<file path="config.mk">
export PLATFORM = sky130hd
export DESIGN_NAME = noc_out_alloc_flat
export DESIGN_NICKNAME = d
export VERILOG_FILES = /design/src/rtl/noc_out_alloc_pkg.sv /design/src/rtl/noc_out_alloc_if.sv /design/src/rtl/noc_out_alloc_rr_pick.sv /design/src/rtl/noc_out_alloc.sv /design/src/flat_wrapper.sv
export SDC_FILE = /design/constraint.sdc
export NUM_CORES = 1
export LEC_CHECK = 0
export BUFFER_PORTS_ARGS = -buffer_cell sky130_fd_sc_hd__buf_2
export CAP_MARGIN = 30
export CORE_UTILIZATION = 45
export CTS_BUF_LIST = sky130_fd_sc_hd__clkbuf_4
export DETAILED_ROUTE_END_ITERATION = 16
export PLACE_DENSITY_LB_ADDON = 0.15
export SLEW_MARGIN = 20
export SYNTH_ARGS = -nofsm -noshare
export SYNTH_HDL_FRONTEND = slang
export SYNTH_SLANG_ARGS = --single-unit
</file>
<file path="constraint.sdc">
create_clock -name clk_i -period 2.2 [get_ports clk_i]
set_clock_uncertainty 0.05 [all_clocks]
set_input_delay 0.22 -clock clk_i [delete_from_list [all_inputs] [get_ports clk_i]]
set_output_delay 0.22 -clock clk_i [all_outputs]
set_load 0.03 [all_outputs]
</file>
<file path="src/rtl/noc_out_alloc_pkg.sv">
// Shared types and constants for the NOC output-port allocator.
package noc_out_alloc_pkg;

   localparam int unsigned N_PORTS = 4;

   typedef logic [$clog2(N_PORTS)-1:0] port_idx_t;

   typedef enum logic {IDLE, LOCKED} alloc_state_t;

   // Width needed to hold 0..credits inclusive.
   function automatic int unsigned credit_w(input int unsigned credits);
      return $clog2(credits + 1);
   endfunction

endpackage

</file>
<file path="src/rtl/noc_out_alloc_if.sv">
// Request/grant/credit bundle between the input side and one output allocator.
interface noc_out_alloc_if #(
   parameter int unsigned N_IN    = 4,
   parameter int unsigned CREDITS = 4
) ();
   import noc_out_alloc_pkg::*;

   localparam int unsigned IdxW = $clog2(N_IN);
   localparam int unsigned CntW = credit_w(CREDITS);

   logic [N_IN-1:0] req;
   logic [N_IN-1:0] tail;
   logic            credit_ret;
   logic [N_IN-1:0] grant;
   logic [IdxW-1:0] sel;
   logic            xfer;
   logic [CntW-1:0] credit_cnt;
   logic            credit_err;

   modport master (
      output req, tail, credit_ret,
      input  grant, sel, xfer, credit_cnt, credit_err
   );

   modport slave (
      input  req, tail, credit_ret,
      output grant, sel, xfer, credit_cnt, credit_err
   );

endinterface

</file>
<file path="src/rtl/noc_out_alloc_rr_pick.sv">
// Combinational rotating-priority picker: index ptr_i has highest priority.
module rr_pick #(
   parameter int unsigned N = 4
) (
   input  logic [N-1:0]         req_i,
   input  logic [$clog2(N)-1:0] ptr_i,
   output logic                 any_o,
   output logic [$clog2(N)-1:0] idx_o,
   output logic [N-1:0]         onehot_o
);
   localparam int unsigned IdxW = $clog2(N);

   logic [N-1:0]    rot;
   logic [IdxW-1:0] lo;
   logic [IdxW-1:0] src;
   logic            found;

   // Rotate right by ptr, take lowest set bit, rotate the index back (wraps mod N).
   always_comb begin
      rot   = '0;
      lo    = '0;
      src   = '0;
      found = 1'b0;
      for (int i = 0; i < N; i++) begin
         src    = IdxW'(i) + ptr_i;
         rot[i] = req_i[src];
      end
      for (int i = 0; i < N; i++) begin
         if (!found && rot[i]) begin
            lo    = IdxW'(i);
            found = 1'b1;
         end
      end
      any_o    = found;
      idx_o    = lo + ptr_i;
      onehot_o = found ? (N'(1) << idx_o) : '0;
   end

endmodule

</file>
<file path="src/rtl/noc_out_alloc.sv">
// Per-output switch allocator: round-robin grant held for a whole wormhole
// packet, every flit transfer gated on downstream credits.
// Optional build macro NOC_ALLOC_BACK2BACK_EN: re-arbitrate on the tail
// transfer so the next packet is granted with no idle bubble.
module noc_out_alloc
   import noc_out_alloc_pkg::*;
#(
   parameter int unsigned N_IN    = N_PORTS,
   parameter int unsigned CREDITS = 4
) (
   input  logic           clk_i,
   input  logic           reset_ni,
   noc_out_alloc_if.slave bus
);
   localparam int unsigned     IdxW   = $clog2(N_IN);
   localparam int unsigned     CntW   = credit_w(CREDITS);
   localparam logic [CntW-1:0] CntMax = CntW'(CREDITS);

   alloc_state_t    state_q, state_d;
   logic [N_IN-1:0] grant_q, grant_d;
   logic [IdxW-1:0] sel_q, sel_d;
   logic [IdxW-1:0] ptr_q, ptr_d;
   logic [CntW-1:0] credit_q, credit_d;
   logic            err_q, err_d;
   logic [IdxW-1:0] next_ptr;
   logic            xfer;
   logic            tail_xfer;

   logic            pick_any;
   logic [IdxW-1:0] pick_idx;
   logic [N_IN-1:0] pick_oh;

   assign next_ptr = sel_q + IdxW'(1);

   rr_pick #(.N(N_IN)) u_pick (
      .req_i    (bus.req),
      .ptr_i    (ptr_q),
      .any_o    (pick_any),
      .idx_o    (pick_idx),
      .onehot_o (pick_oh)
   );

`ifdef NOC_ALLOC_BACK2BACK_EN
   logic [N_IN-1:0] b2b_req;
   logic            b2b_any;
   logic [IdxW-1:0] b2b_idx;
   logic [N_IN-1:0] b2b_oh;

   // Current owner is masked out so it cannot immediately win again.
   assign b2b_req = bus.req & ~grant_q;

   rr_pick #(.N(N_IN)) u_pick_b2b (
      .req_i    (b2b_req),
      .ptr_i    (next_ptr),
      .any_o    (b2b_any),
      .idx_o    (b2b_idx),
      .onehot_o (b2b_oh)
   );
`endif

   // State, grant, pointer and credit registers.
   always_ff @(posedge clk_i or negedge reset_ni) begin
      if (!reset_ni) begin
         state_q  <= IDLE;
         grant_q  <= '0;
         sel_q    <= '0;
         ptr_q    <= '0;
         credit_q <= CntMax;
         err_q    <= 1'b0;
      end else begin
         state_q  <= state_d;
         grant_q  <= grant_d;
         sel_q    <= sel_d;
         ptr_q    <= ptr_d;
         credit_q <= credit_d;
         err_q    <= err_d;
      end
   end

   // Next-state: lock onto a winner in IDLE, release (or hand over) on tail transfer.
   always_comb begin
      state_d = state_q;
      grant_d = grant_q;
      sel_d   = sel_q;
      ptr_d   = ptr_q;
      unique case (state_q)
         IDLE: begin
            if (pick_any) begin
               state_d = LOCKED;
               grant_d = pick_oh;
               sel_d   = pick_idx;
            end
         end
         LOCKED: begin
            if (tail_xfer) begin
               ptr_d = next_ptr;
`ifdef NOC_ALLOC_BACK2BACK_EN
               if (b2b_any) begin
                  grant_d = b2b_oh;
                  sel_d   = b2b_idx;
               end else begin
                  state_d = IDLE;
                  grant_d = '0;
               end
`else
               state_d = IDLE;
               grant_d = '0;
`endif
            end
         end
         default: begin
            state_d = IDLE;
            grant_d = '0;
         end
      endcase
   end

   // Outputs: a flit moves only when locked, the owner presents one, and a credit exists.
   always_comb begin
      xfer           = (state_q == LOCKED) && bus.req[sel_q] && (credit_q != '0);
      tail_xfer      = xfer && bus.tail[sel_q];
      bus.xfer       = xfer;
      bus.grant      = grant_q;
      bus.sel        = sel_q;
      bus.credit_cnt = credit_q;
      bus.credit_err = err_q;
   end

   // Credit counter: saturates at CREDITS, overflow attempt is latched as an error.
   always_comb begin
      credit_d = credit_q;
      err_d    = err_q;
      case ({xfer, bus.credit_ret})
         2'b10: credit_d = credit_q - CntW'(1);
         2'b01: begin
            if (credit_q == CntMax) begin
               err_d = 1'b1;
            end else begin
               credit_d = credit_q + CntW'(1);
            end
         end
         default: ;
      endcase
   end

endmodule

</file>
<file path="src/flat_wrapper.sv">
// flat-port wrapper written by rule: the top's interface ports become plain ports
module noc_out_alloc_flat import noc_out_alloc_pkg::*;
#(
   parameter int unsigned N_IN    = N_PORTS,
   parameter int unsigned CREDITS = 4
)
  (clk_i, reset_ni, bus_req, bus_tail, bus_credit_ret, bus_grant, bus_sel, bus_xfer, bus_credit_cnt, bus_credit_err);
  noc_out_alloc_if #(.N_IN(N_IN), .CREDITS(CREDITS)) bus_i ();
  input  logic clk_i;
  input  logic reset_ni;
  input wire logic [$bits(bus_i.req)-1:0] bus_req;
  input wire logic [$bits(bus_i.tail)-1:0] bus_tail;
  input wire logic [$bits(bus_i.credit_ret)-1:0] bus_credit_ret;
  output wire logic [$bits(bus_i.grant)-1:0] bus_grant;
  output wire logic [$bits(bus_i.sel)-1:0] bus_sel;
  output wire logic [$bits(bus_i.xfer)-1:0] bus_xfer;
  output wire logic [$bits(bus_i.credit_cnt)-1:0] bus_credit_cnt;
  output wire logic [$bits(bus_i.credit_err)-1:0] bus_credit_err;
  assign bus_i.req = bus_req;
  assign bus_i.tail = bus_tail;
  assign bus_i.credit_ret = bus_credit_ret;
  assign bus_grant = bus_i.grant;
  assign bus_sel = bus_i.sel;
  assign bus_xfer = bus_i.xfer;
  assign bus_credit_cnt = bus_i.credit_cnt;
  assign bus_credit_err = bus_i.credit_err;
  noc_out_alloc #(.N_IN(N_IN), .CREDITS(CREDITS)) u_core (.clk_i(clk_i), .reset_ni(reset_ni), .bus(bus_i));
endmodule
</file>
==> metrics <==
clk sink count 13; sequential share of the synthesized area 37.4%; TritonCTS clock tree yes; ratio of cells with drive above 1 in the final layout between 30% and 40%; total length of routed wires 1.89 mm; worst setup path category flop to flop; count of pins on the block boundary 22; Post-Route Setup TNS 0 ns; effective utilization at floorplan between 40% and 50%; area share of the leading cell type in the synthesized netlist between 30% and 40%; Synth warnings 0; area added between synthesis and finish 23.9%; number of setup violations in the final report 0; Max Cap Violations 0; most used flip-flop cell after synthesis sky130_fd_sc_hd__dfrtp_1; final standard cell count with taps included and fillers excluded 146; Cell Area, Synth just under 900 um2; final hold violation count 0; number of global-route vias before repair 702; mean post-synth cell area 9.19 um2; GR Overflow Total 0; Inserted Clock Buffers 3; most common cell after layout, fill and taps aside sky130_fd_sc_hd__buf_2; startpoint kind of the worst setup timing path flop; via count 806; clk slew on worst S/H paths 0.08 ns; headroom to the max-slew limit 55.6%; number of nets in the finished design roughly 140; Max Clk Rate 0.484 GHz; Lkg Pwr 0.000505 uW; insertion delay of the later-clocked pin in the worst-skew pair 0.27 ns; Die W 46.1 um; number of slew-limit violations in the final report 0; H-Tree Depth 1; Die Area 2120 um2; total design power 1730 uW; count of antenna diodes in the layout 0; unrepaired setup endpoints after global routing false; antenna violations before repair 0; CORE AREA 1760 um2; maximum resistive drop on vdd 872 uV; maximum count of clock buffers along a single path 2; WP data arrival about 2.2 ns; pin count of the biggest net entering global routing 14; RePlAce Congestion 0.789; largest cells by area after synthesis sky130_fd_sc_hd__dfrtp_1 34%, sky130_fd_sc_hd__a21oi_1 4.6%, sky130_fd_sc_hd__nand2_1 4.3%, sky130_fd_sc_hd__dfstp_2 3.0%, sky130_fd_sc_hd__inv_1 3.0%; commonest cells after routing, fill and taps aside 21 x sky130_fd_sc_hd__buf_2, 11 x sky130_fd_sc_hd__dfrtp_1, 10 x sky130_fd_sc_hd__nand2_1, 8 x sky130_fd_sc_hd__a21oi_1; Core Rows 15; drt initial violations 8; pwr/cell area 1600 nW/um2; hold crit path type input pin to flop; overall routing resource usage 19.8%; Avg WL per Cell 13.0 um; number of distinct library cells after synthesis 41; result of the run finished, final reports clean; number of synthesized register bits 13; instance area at placement 1030 um2; vias per inst 5.52; count of flip-flops with a built-in enable after synthesis 0; global-route wire length before repair 3.02 mm; crit path time final roughly 2.1 ns; crit path capture type flop; final cell utilization of the core 61.3%; total of buffers placed on input and output ports 21; instance count after placement with tap cells included 141; library cell with the largest summed area after synthesis sky130_fd_sc_hd__dfrtp_1; DR DRC count 0; synthesized instance count 95; vertical die dimension 46.1 um; number of nets with antenna violations after routing 0; CTS Root Buffer Type sky130_fd_sc_hd__clkbuf_4; Worst Path Required between 2 and 2.5 ns; slew at the pin with the worst max-slew slack 0.666 ns; First-pass DRT Iterations 4; CP Max Fanout 6; hpwl dp 1.45 mm; syn_nets 108; Post-synth ARST share 100%; post-route design area approximately 1100 um2; fraction of the cycle the final worst path needs around 94%
==> what timing repair did <==
item,4_1_cts,5_1_grt
setup buffers,0,0
hold buffers,1,0
endpoints found under the setup margin,0,1
resized for setup,0,2
endpoints found under the hold margin,12,0
==> cells in the mapped netlist, types with 2 or more instances <==
library cell,instances
sky130_fd_sc_hd__buf_2,2
sky130_fd_sc_hd__xnor2_1,2
sky130_fd_sc_hd__nand2b_1,2
sky130_fd_sc_hd__o21ai_0,5
sky130_fd_sc_hd__nor2_1,7
sky130_fd_sc_hd__inv_1,7
sky130_fd_sc_hd__a21oi_1,8
sky130_fd_sc_hd__nor3_1,5
sky130_fd_sc_hd__dfrtp_1,12
sky130_fd_sc_hd__nor2b_1,3
sky130_fd_sc_hd__o22ai_1,2
sky130_fd_sc_hd__and3_1,2
sky130_fd_sc_hd__nand2_1,10
==> kinds of logic after synthesis <==
group	synth area share, %
AO/OA/AOI/OAI	24.4
XOR/XNOR	3.01
adder cells (fa/ha/maj)	3.72
buffers and inverters	6.30
flip-flops	37.4
multiplexers	8.02
AND/OR/NAND/NOR	17.2
==> metrics by stage <==
stage,setup WS (ns),hold WS (ns)
6_report,0.133,0.260
5_1_grt,0.00683,0.284
4_1_cts,0.106,0.253
3_5_place_dp,0.127,0.0809
3_3_place_gp,0.160,0.0773
2_1_floorplan,0.0139,-0.126
==> layout make-up <==
cell class,count,area [um2]
Fill cell,161,682
Clock buffer,4,30.0
Inverter,7,26.3
Multi-Input combinational cell,70,514
Sequential cell,13,328
Tap cell,25,31.3
Timing Repair Buffer,27,153
==> worst max-delay path, stage by stage (launching register included) <==
cell and delay [ns]:
sky130_fd_sc_hd__dfrtp_1 0.44, sky130_fd_sc_hd__nor2b_1 0.17, sky130_fd_sc_hd__a22oi_1 0.13, sky130_fd_sc_hd__a21oi_1 0.08
sky130_fd_sc_hd__a211o_1 0.24, sky130_fd_sc_hd__ha_1 0.21, sky130_fd_sc_hd__xor2_2 0.16, sky130_fd_sc_hd__xnor2_2 0.17
sky130_fd_sc_hd__o41ai_1 0.32
==> worst paths after layout <==
path	from	to	slack, ns	cells after the start
min in group asynchronous	reset_ni	u_core.bus.grant[1]	0.31	2
hold reg to reg	u_core.bus.credit_err	u_core.bus.credit_err	0.42	1
setup reg to reg	u_core.ptr_q[0]	u_core.bus.grant[2]	0.13	8
setup / recovery	u_core.ptr_q[0]	u_core.bus.grant[2]	0.13	8
hold / removal	bus_credit_ret	u_core.bus.credit_cnt[0]	0.26	3
max in group asynchronous	reset_ni	u_core.bus.credit_cnt[2]	1.50	2
==> state kept, by name, indices dropped and copies added (netlist names) <==
name                   cells
u_core.bus.credit_cnt      3
u_core.ptr_q               2
u_core.state_q             1
u_core.bus.sel             2
u_core.bus.grant           4
u_core.bus.credit_err      1
==> power by group <==
part / switching [uW] / internal, uW / total, uW
sequential: 147 / 354 / 501
combinational: 621 / 450 / 1070
clock: 76.9 / 82.4 / 159
==> per-layer routing <==
| layer | track usage (%) | vias to the layer above | routed length [um] |
|---|---|---|---|
| li1 | - | 400 | - |
| met1 | 27.8 | 384 | 886 |
| met2 | 32.1 | 20 | 924 |
| met3 | 3.53 | 2 | 76 |
| met4 | 3.53 | 0 | 4 |
| met5 | 0 | - | 0 |
No activity file was read; power rests on OpenSTA's default activity.
